File: src/rtl/trace_ctrl_pkg.sv
// Shared types and helpers for the trace_ctrl playback block.
package trace_ctrl_pkg;

   typedef enum logic [1:0] {
      IDLE  = 2'd0,
      RUN   = 2'd1,
      PAUSE = 2'd2,
      DONE  = 2'd3
   } state_e;

   localparam logic [7:0] CHAR_HIGH = 8'h2D;

   // Index width for a trace of len steps, never narrower than one bit.
   function automatic int calc_tw(input int len);
      return (len > 2) ? $clog2(len) : 1;
   endfunction

endpackage

File: src/rtl/trace_ctrl_tap.sv
// trace_tap: decodes one ASCII trace channel at step index t_i.
module trace_tap
   import trace_ctrl_pkg::*;
#(
   parameter int               LEN   = 32,
   parameter logic [8*LEN-1:0] TRACE = {LEN{8'h5F}}
) (
   input  logic [calc_tw(LEN)-1:0] t_i,
   input  logic                    enable_i,
   output logic                    bit_o
);

   localparam int TW = calc_tw(LEN);

   // Padded to a power of two so any index value selects a defined bit.
   logic [(2**TW)-1:0] hi;

   for (genvar i = 0; i < 2**TW; i++) begin : g_chr
      if (i < LEN) begin : g_used
         assign hi[i] = (TRACE[8*(LEN-1-i) +: 8] == CHAR_HIGH);
      end else begin : g_pad
         assign hi[i] = 1'b0;
      end
   end

   assign bit_o = enable_i & hi[t_i];

endmodule

File: src/rtl/trace_ctrl.sv
// trace_ctrl: steps through four ASCII waveform traces under start/pause/step/stop.
// Optional looping playback with a wrap counter is enabled by TRACE_CTRL_LOOP_EN.
module trace_ctrl
   import trace_ctrl_pkg::*;
#(
   parameter int                     TRACE_LEN = 32,
   parameter logic [8*TRACE_LEN-1:0] TRACE_A   = {TRACE_LEN{8'h5F}},
   parameter logic [8*TRACE_LEN-1:0] TRACE_B   = {TRACE_LEN{8'h5F}},
   parameter logic [8*TRACE_LEN-1:0] TRACE_C   = {TRACE_LEN{8'h5F}},
   parameter logic [8*TRACE_LEN-1:0] TRACE_D   = {TRACE_LEN{8'h5F}}
) (
   input  logic                          clock,
   input  logic                          reset,
   input  logic                          start,
   input  logic                          pause,
   input  logic                          step,
   input  logic                          stop,
`ifdef TRACE_CTRL_LOOP_EN
   input  logic                          loop,
   output logic [7:0]                    loop_count,
`endif
   output logic                          A,
   output logic                          B,
   output logic                          C,
   output logic                          D,
   output logic [calc_tw(TRACE_LEN)-1:0] t,
   output logic                          busy,
   output logic                          done
);

   localparam int            TW     = calc_tw(TRACE_LEN);
   localparam logic [TW-1:0] T_LAST = TW'(TRACE_LEN - 1);

   state_e        state_q, state_d;
   logic [TW-1:0] t_q, t_d;
   logic          last;
   logic          adv;
   logic          loop_req;
   logic          en;

   assign last = (t_q == T_LAST);

`ifdef TRACE_CTRL_LOOP_EN
   logic       wrap;
   logic [7:0] cnt_q, cnt_d;

   assign loop_req = loop;
   assign wrap     = adv & last & loop;

   always_comb begin
      cnt_d = cnt_q;
      if (state_d == IDLE)
         cnt_d = 8'd0;
      else if (wrap && cnt_q != 8'hFF)
         cnt_d = cnt_q + 8'd1;
   end

   always_ff @(posedge clock) begin
      if (reset) cnt_q <= 8'd0;
      else       cnt_q <= cnt_d;
   end

   assign loop_count = cnt_q;
`else
   assign loop_req = 1'b0;
`endif

   // adv marks a request to move one step forward, from RUN or a PAUSE step;
   // what happens at the end of the trace is resolved once, below the case.
   always_comb begin
      state_d = state_q;
      t_d     = t_q;
      adv     = 1'b0;
      case (state_q)
         IDLE: begin
            t_d = '0;
            if (start) state_d = RUN;
         end
         RUN: begin
            if (stop) begin
               state_d = IDLE;
               t_d     = '0;
            end else if (pause) begin
               state_d = PAUSE;
            end else begin
               adv = 1'b1;
            end
         end
         PAUSE: begin
            if (stop) begin
               state_d = IDLE;
               t_d     = '0;
            end else if (start) begin
               state_d = RUN;
            end else if (step) begin
               adv = 1'b1;
            end
         end
         DONE: begin
            if (stop) begin
               state_d = IDLE;
               t_d     = '0;
            end else if (start) begin
               state_d = RUN;
               t_d     = '0;
            end else begin
               t_d = T_LAST;
            end
         end
         default: begin
            state_d = IDLE;
            t_d     = '0;
         end
      endcase

      if (adv) begin
         if (!last)         t_d     = t_q + TW'(1);
         else if (loop_req) t_d     = '0;
         else               state_d = DONE;
      end
   end

   always_ff @(posedge clock) begin
      if (reset) begin
         state_q <= IDLE;
         t_q     <= '0;
      end else begin
         state_q <= state_d;
         t_q     <= t_d;
      end
   end

   assign en   = (state_q != IDLE);
   assign busy = (state_q == RUN) || (state_q == PAUSE);
   assign done = (state_q == DONE);
   assign t    = t_q;

   trace_tap #(.LEN(TRACE_LEN), .TRACE(TRACE_A)) u_tap_a (.t_i(t_q), .enable_i(en), .bit_o(A));
   trace_tap #(.LEN(TRACE_LEN), .TRACE(TRACE_B)) u_tap_b (.t_i(t_q), .enable_i(en), .bit_o(B));
   trace_tap #(.LEN(TRACE_LEN), .TRACE(TRACE_C)) u_tap_c (.t_i(t_q), .enable_i(en), .bit_o(C));
   trace_tap #(.LEN(TRACE_LEN), .TRACE(TRACE_D)) u_tap_d (.t_i(t_q), .enable_i(en), .bit_o(D));

endmodule

File: config.mk
export PLATFORM = sky130hd
export DESIGN_NAME = trace_ctrl
export DESIGN_NICKNAME = d
export VERILOG_FILES = /design/src/rtl/trace_ctrl_pkg.sv /design/src/rtl/trace_ctrl_tap.sv /design/src/rtl/trace_ctrl.sv
export SDC_FILE = /design/constraint.sdc
export NUM_CORES = 1
export LEC_CHECK = 0
export BUFFER_PORTS_ARGS = -buffer_cell sky130_fd_sc_hd__buf_2
export CORE_AREA = 2 2 39 41
export CTS_CLUSTER_SIZE = 20
export DETAILED_ROUTE_END_ITERATION = 10
export DIE_AREA = 0 0 41 43
export PLACE_DENSITY = 0.69
export SLEW_MARGIN = 20
export SYNTH_ARGS = -nofsm -noshare
export SYNTH_HDL_FRONTEND = slang
export SYNTH_SLANG_ARGS = --single-unit
File: constraint.sdc
create_clock -name clock -period 1.54 [get_ports clock]
set_input_delay 0.462 -clock clock [delete_from_list [all_inputs] [get_ports clock]]
set_output_delay 0.462 -clock clock [all_outputs]
set_load 0.02 [all_outputs]
Word-level counts from Yosys, hierarchy flattened
Memories as Yosys holds them, arrays and structs flattened. A register that Yosys moved wholly into a read port is not among the register bits. Cells that the tools add are included.

Mux-type cells: 21. Reductions and logical operators: 5. Add/sub/neg operators: 1. Divide/modulo/power cells: 0. $mul: 0. Equal/unequal tests: 4. Bitwise logic cells: 1. Shifts and indexed selects: 0. Magnitude comparators: 1.

Operator list (count): $mux 5 (6); $pmux 5 s3 (1); $mux 2 (6); $lt 5x6->1 const B (1); $mux 1 (6); $pmux 2 s3 (1); $add 5x1->5 const B (1); $eq 5x5->1 const B (1); $eq 2x2->1 const B (2); $reduce_or 2->1 (2); $eq 2x1->1 const B (1); $logic_not 2->1 (1); $pmux 1 s2 (1); $reduce_bool 2->1 (1); $and 1x1->1 (1); $logic_or 1x1->1 (1).

Output and inout port bits: 11. Bits in latches: 0. Bits in registers: 7. Memories: 1. Memory bits (writable): 0. Bits in read-only memories: 32.

Memories: (name not given) (depth 32, width 1, rd ports 1, clocked after Yosys merged registers in 1, wr ports 0, RTL line trace_ctrl_tap.sv:26) `assign bit_o = enable_i & hi[t_i];`.

Logic depth before layout (Yosys ltp)
Depth after elaboration: 6. Mapped depth: 6. Depth with buffers taken out: 6.

Hierarchy
A second synthesis with hierarchy kept.

Cell total of the unflattened synthesis: 70. Area, all modules: 563.0 µm².

By module, submodules not included: trace_ctrl (area each 518.0 µm², cells an instance 62, instances 1); trace_tap (area each 11.3 µm², cells an instance 2, instances 4).

Worst setup path before layout
OpenSTA, ideal clock, no wires.

Path kind: reg-to-reg. Start: register state_q[1]. End: register t_q[2] (netlist: t[2]). Cell stages (with the launch flop): 7. Slack: -0.285 ns. Clock period less this slack: 1.825 ns. Path buffers: 0. Required time: 1.424 ns. Arrival: 1.709 ns. Cell sequence: dfxtp_1 > inv_1 > ha_1 > inv_1 > a2111oi_4 > a211o_2 > a21oi_1.

Cells in the longest elaborated chain, start to end: 5. Elaborated cells on any way between the ends: 9. Classes of those cells: eq/ne (3); mux (4); reduce/logical (2).

Ends and longest elaborated chain: from (decl) (RTL line trace_ctrl.sv:34) `state_e state_q, state_d;`; from (signal assigned) (RTL line trace_ctrl.sv:128) `state_q <= state_d;`; $eq 2x1->1 / $eq 2x2->1 (equally long branches) (RTL line trace_ctrl.sv:74) `case (state_q)`; $reduce_or 2->1 (no source line); $pmux 5 s3 (RTL line trace_ctrl.sv:74); $mux 5 (RTL line trace_ctrl.sv:117) `if (!last) t_d = t_q + TW'(1);`; $mux 5 (*) (RTL line trace_ctrl.sv:116) `if (adv) begin`; to (signal assigned) (RTL line trace_ctrl.sv:129) `t_q <= t_d;`; to (decl) (RTL line trace_ctrl.sv:35) `logic [TW-1:0] t_q, t_d;`.

Every way passes the cells marked *; elsewhere a longest branch is shown, timed or not. A chain may end at the register's enable or synchronous reset.

Worst setup path after layout
Start: register state_q[1]. End: output port busy.

Cells in the longest elaborated chain, start to end: 2. Elaborated cells on any way between the ends: 3. Classes of those cells: eq/ne (2); reduce/logical (1).

Ends and longest elaborated chain: $eq 2x1->1 / $eq 2x2->1 (equally long branches) (RTL line trace_ctrl.sv:134) `assign busy = (state_q == RUN) || (state_q == PAUSE);`; $logic_or 1x1->1 (*) (RTL line trace_ctrl.sv:134); to (decl) (RTL line trace_ctrl.sv:27) `output logic busy,`.

Marks and branches as above.

==> impl_results.md <==
* Status: complete, but fails checks
* Failing checks: setup timing
* Syn avg cell area at 8.64 um2
* Crit share post-route at 104%
* Setup violators final at 7
* Critical Path Sink Type: primary output
* Worst slack at placement at -0.0553 ns
* Longest Clk Path Bufs at 2
* Area occupied by multi-input gates at 459 um2
* Post-synth top flop: dfxtp_1
* Placed cell area at 724 um2
* # Max-Cap Violations at 0
* Final Util at 60.4%
* Ports at 17
* H-tree Lvls at 1
* Pins Over Slew Limit at 0
* Vias per Instance at 5.04
* #FFs+latches synth at 7
* Number of core rows at 14
* Total gr overflow at 0
* Synth area leaders: dfxtp_1 (25%), ha_1 (16%), nand2_1 (6.8%), a21oi_1 (6.3%), a211o_2 (5.4%)
* Port Buffers at 12
* # hold bufs at CTS at 0
* Layout Cell Area excl Fill at 836 um2
* Fin nets at 106
* Pwr per Cell Area at 575 mW/mm2
* CTS root buf: clkbuf_4
* Global-route wire length before repair at 2150 um
* Seq/Total Area, Yosys at 25.3%
* Synth-to-Final Area Change at 51.1%
* YS warnings at 0
* Fillcell total at 121
* Most frequent cell after synthesis: nand2_1
* Hold Crit Class: in2reg
* Routed wire length per instance at 13.1 um
* CTS Buf Count at 3
* Clk slew on worst S/H paths at 0.06 ns
* Vias at 544
* Die extent in y at 43 um
* DP Wirelength at 1020 um
* Most frequent CP cell: buf_6
* Max Fanout on Critical Path at 4
* Core area at 0.00138 mm2
* Detail Route Antenna Nets at 0
* Crit-path max cell delay at 0.33 ns
* Final Skew at 0.00896 ns
* Die W at 41 um
* RSZ-0062 raised after global routing: yes
* Worst skew pair latency at 0.26 ns
* Final TNS setup at -0.168 ns
* Crit path kind: reg2out
* Initial Utilization at 40.0%
* Req. time, crit path at 1.08 ns
* CTS Sinks at 7
* Synth top area share at 25.3%
* Drt pass-1 iters at 4
* CTS tree: yes
* WP data arrival at 1.14 ns
* CP delay by family, top: flip-flops
* WP buf/inv at 3
* Setup ws final at -0.0604 ns
* Vias in the first global route at 521
* Global Route Usage Sum at 18.2%
* Antenna violations before repair at 0
* DRC Markers at 0
* DRT iter0 DRCs at 9
* Number of flops mapped to enable cells by yosys at 0
* Ys async rst share at 0%
* Die ar. at 0.00176 mm2
* Synth top cells by count: nand2_1 (10), a21oi_1 (7), dfxtp_1 (7), ha_1 (7)
* Setup crit start kind: register
* Final hold vios at 0
* Post-synth top area cell: dfxtp_1
* GP Congestion at 0.783
* Drt total wl at 1420 um
* # diodes at 0
* Largest net degree at the start of global routing at 8
* Share of layout cells above drive strength 1 at 57.6%
* Cell area after synthesis at 553 um2
* Critical-path cell list: inv_2 > ha_4 > buf_6 > buf_6
* Peak supply drop at 0.000421 V
* Synth unique cells at 23
* Max Fclk at 625 MHz
* Syn Inst Count at 64
* Crit path time final at 1.60 ns
* P_leak at 0.352 nW
* Max stage delay cell, worst path: dfxtp_2
* FF+latch area at 148 um2
[kinds of logic (layout without fill, tap and decap cells)]
kind of cell               after synthesis  in the layout  synth area share [%]
other                                    1              4                 0.678
AOI/OAI and AO/OA                       19             19                  27.8
xor gates and xnor gates                 2              2                  3.17
adders and majority gates                7              7                  15.8
and+or+nand+nor                         21             21                  19.7
DFF                                      7              7                  25.3
buffers and inverters                    7             32                  7.47
[routing by layer]
metal,vias up,track usage [%],wire length (um)
met5,-,0,0
met2,17,27.8,699
met3,0,4.71,69
met4,0,8.00,0
li1,274,-,-
met1,253,23.1,650
[cell type report]
class | count | area share (%)
sequential | 7 | 17.7
timing repair buffer | 25 | 20.4
clock buffer | 3 | 2.69
inverter | 3 | 1.35
clock inverter | 1 | 0.599
tap | 16 | 2.40
multi-input combinational | 53 | 54.9
[sequential cells by signal, summed over array words and instances, names as in the netlist]
| register | cells |
|---|---|
| state_q | 2 |
| t | 5 |
[cells in the final DEF (no fill, tap or decap), types with 2 or more instances in the layout]
cell and count:
buf_6 2, ha_2 3, dfxtp_2 3, conb_1 4
buf_4 13, a21oi_1 6, buf_2 10, a211o_1 3
inv_2 3, clkbuf_4 3, nand2_1 10, nand2b_1 2
nor2_1 4, a211o_2 3, ha_4 3, dfxtp_1 3
[worst register-to-register path, delay by kind of cell, from the launching register on]
family                     cells  cell delay (ns)
AOI/OAI and AO/OA              2             0.51
adders and majority gates      1             0.22
buffers and inverters          2             0.30
DFF                            1             0.32
and+or+nand+nor                2             0.15
[path summary, 6_finish.rpt]
check | start | to | slack, ns | cells past startpoint
setup / recovery | state_q[1]$_SDFF_PP0_ | busy | -0.06 | 4
hold / removal | reset | t[1]$_SDFF_PP0_ | 0.50 | 2
setup reg to reg | state_q[1]$_SDFF_PP0_ | t[3]$_SDFF_PP0_ | -0.03 | 7
hold reg to reg | t[4]$_SDFF_PP0_ | t[4]$_SDFF_PP0_ | 0.64 | 3
[stage by stage]
| stage | total power, mW | cells | hold WS [ns] |
|---|---|---|---|
| floorplan | 0.259 | 67 | 0.521 |
| finish | 0.481 | 108 | 0.502 |
| CTS | 0.483 | 108 | 0.448 |
| global placement | 0.283 | 101 | 0.583 |
| detailed placement | 0.286 | 101 | 0.596 |
| global route | 0.516 | 108 | 0.491 |
[where the power goes]
group	internal [mW]	switching, mW	total [mW]
combinational	0.0553	0.0646	0.120
sequential	0.184	0.00325	0.187
clock	0.0955	0.0784	0.174
[what timing repair did]
action                     4_1_cts  5_1_grt
setup endpoints to repair        7        9
pin swaps                        0        2
gates resized for setup          6        8
buffers inserted                 3        0
(Power assumes the default switching activity.)
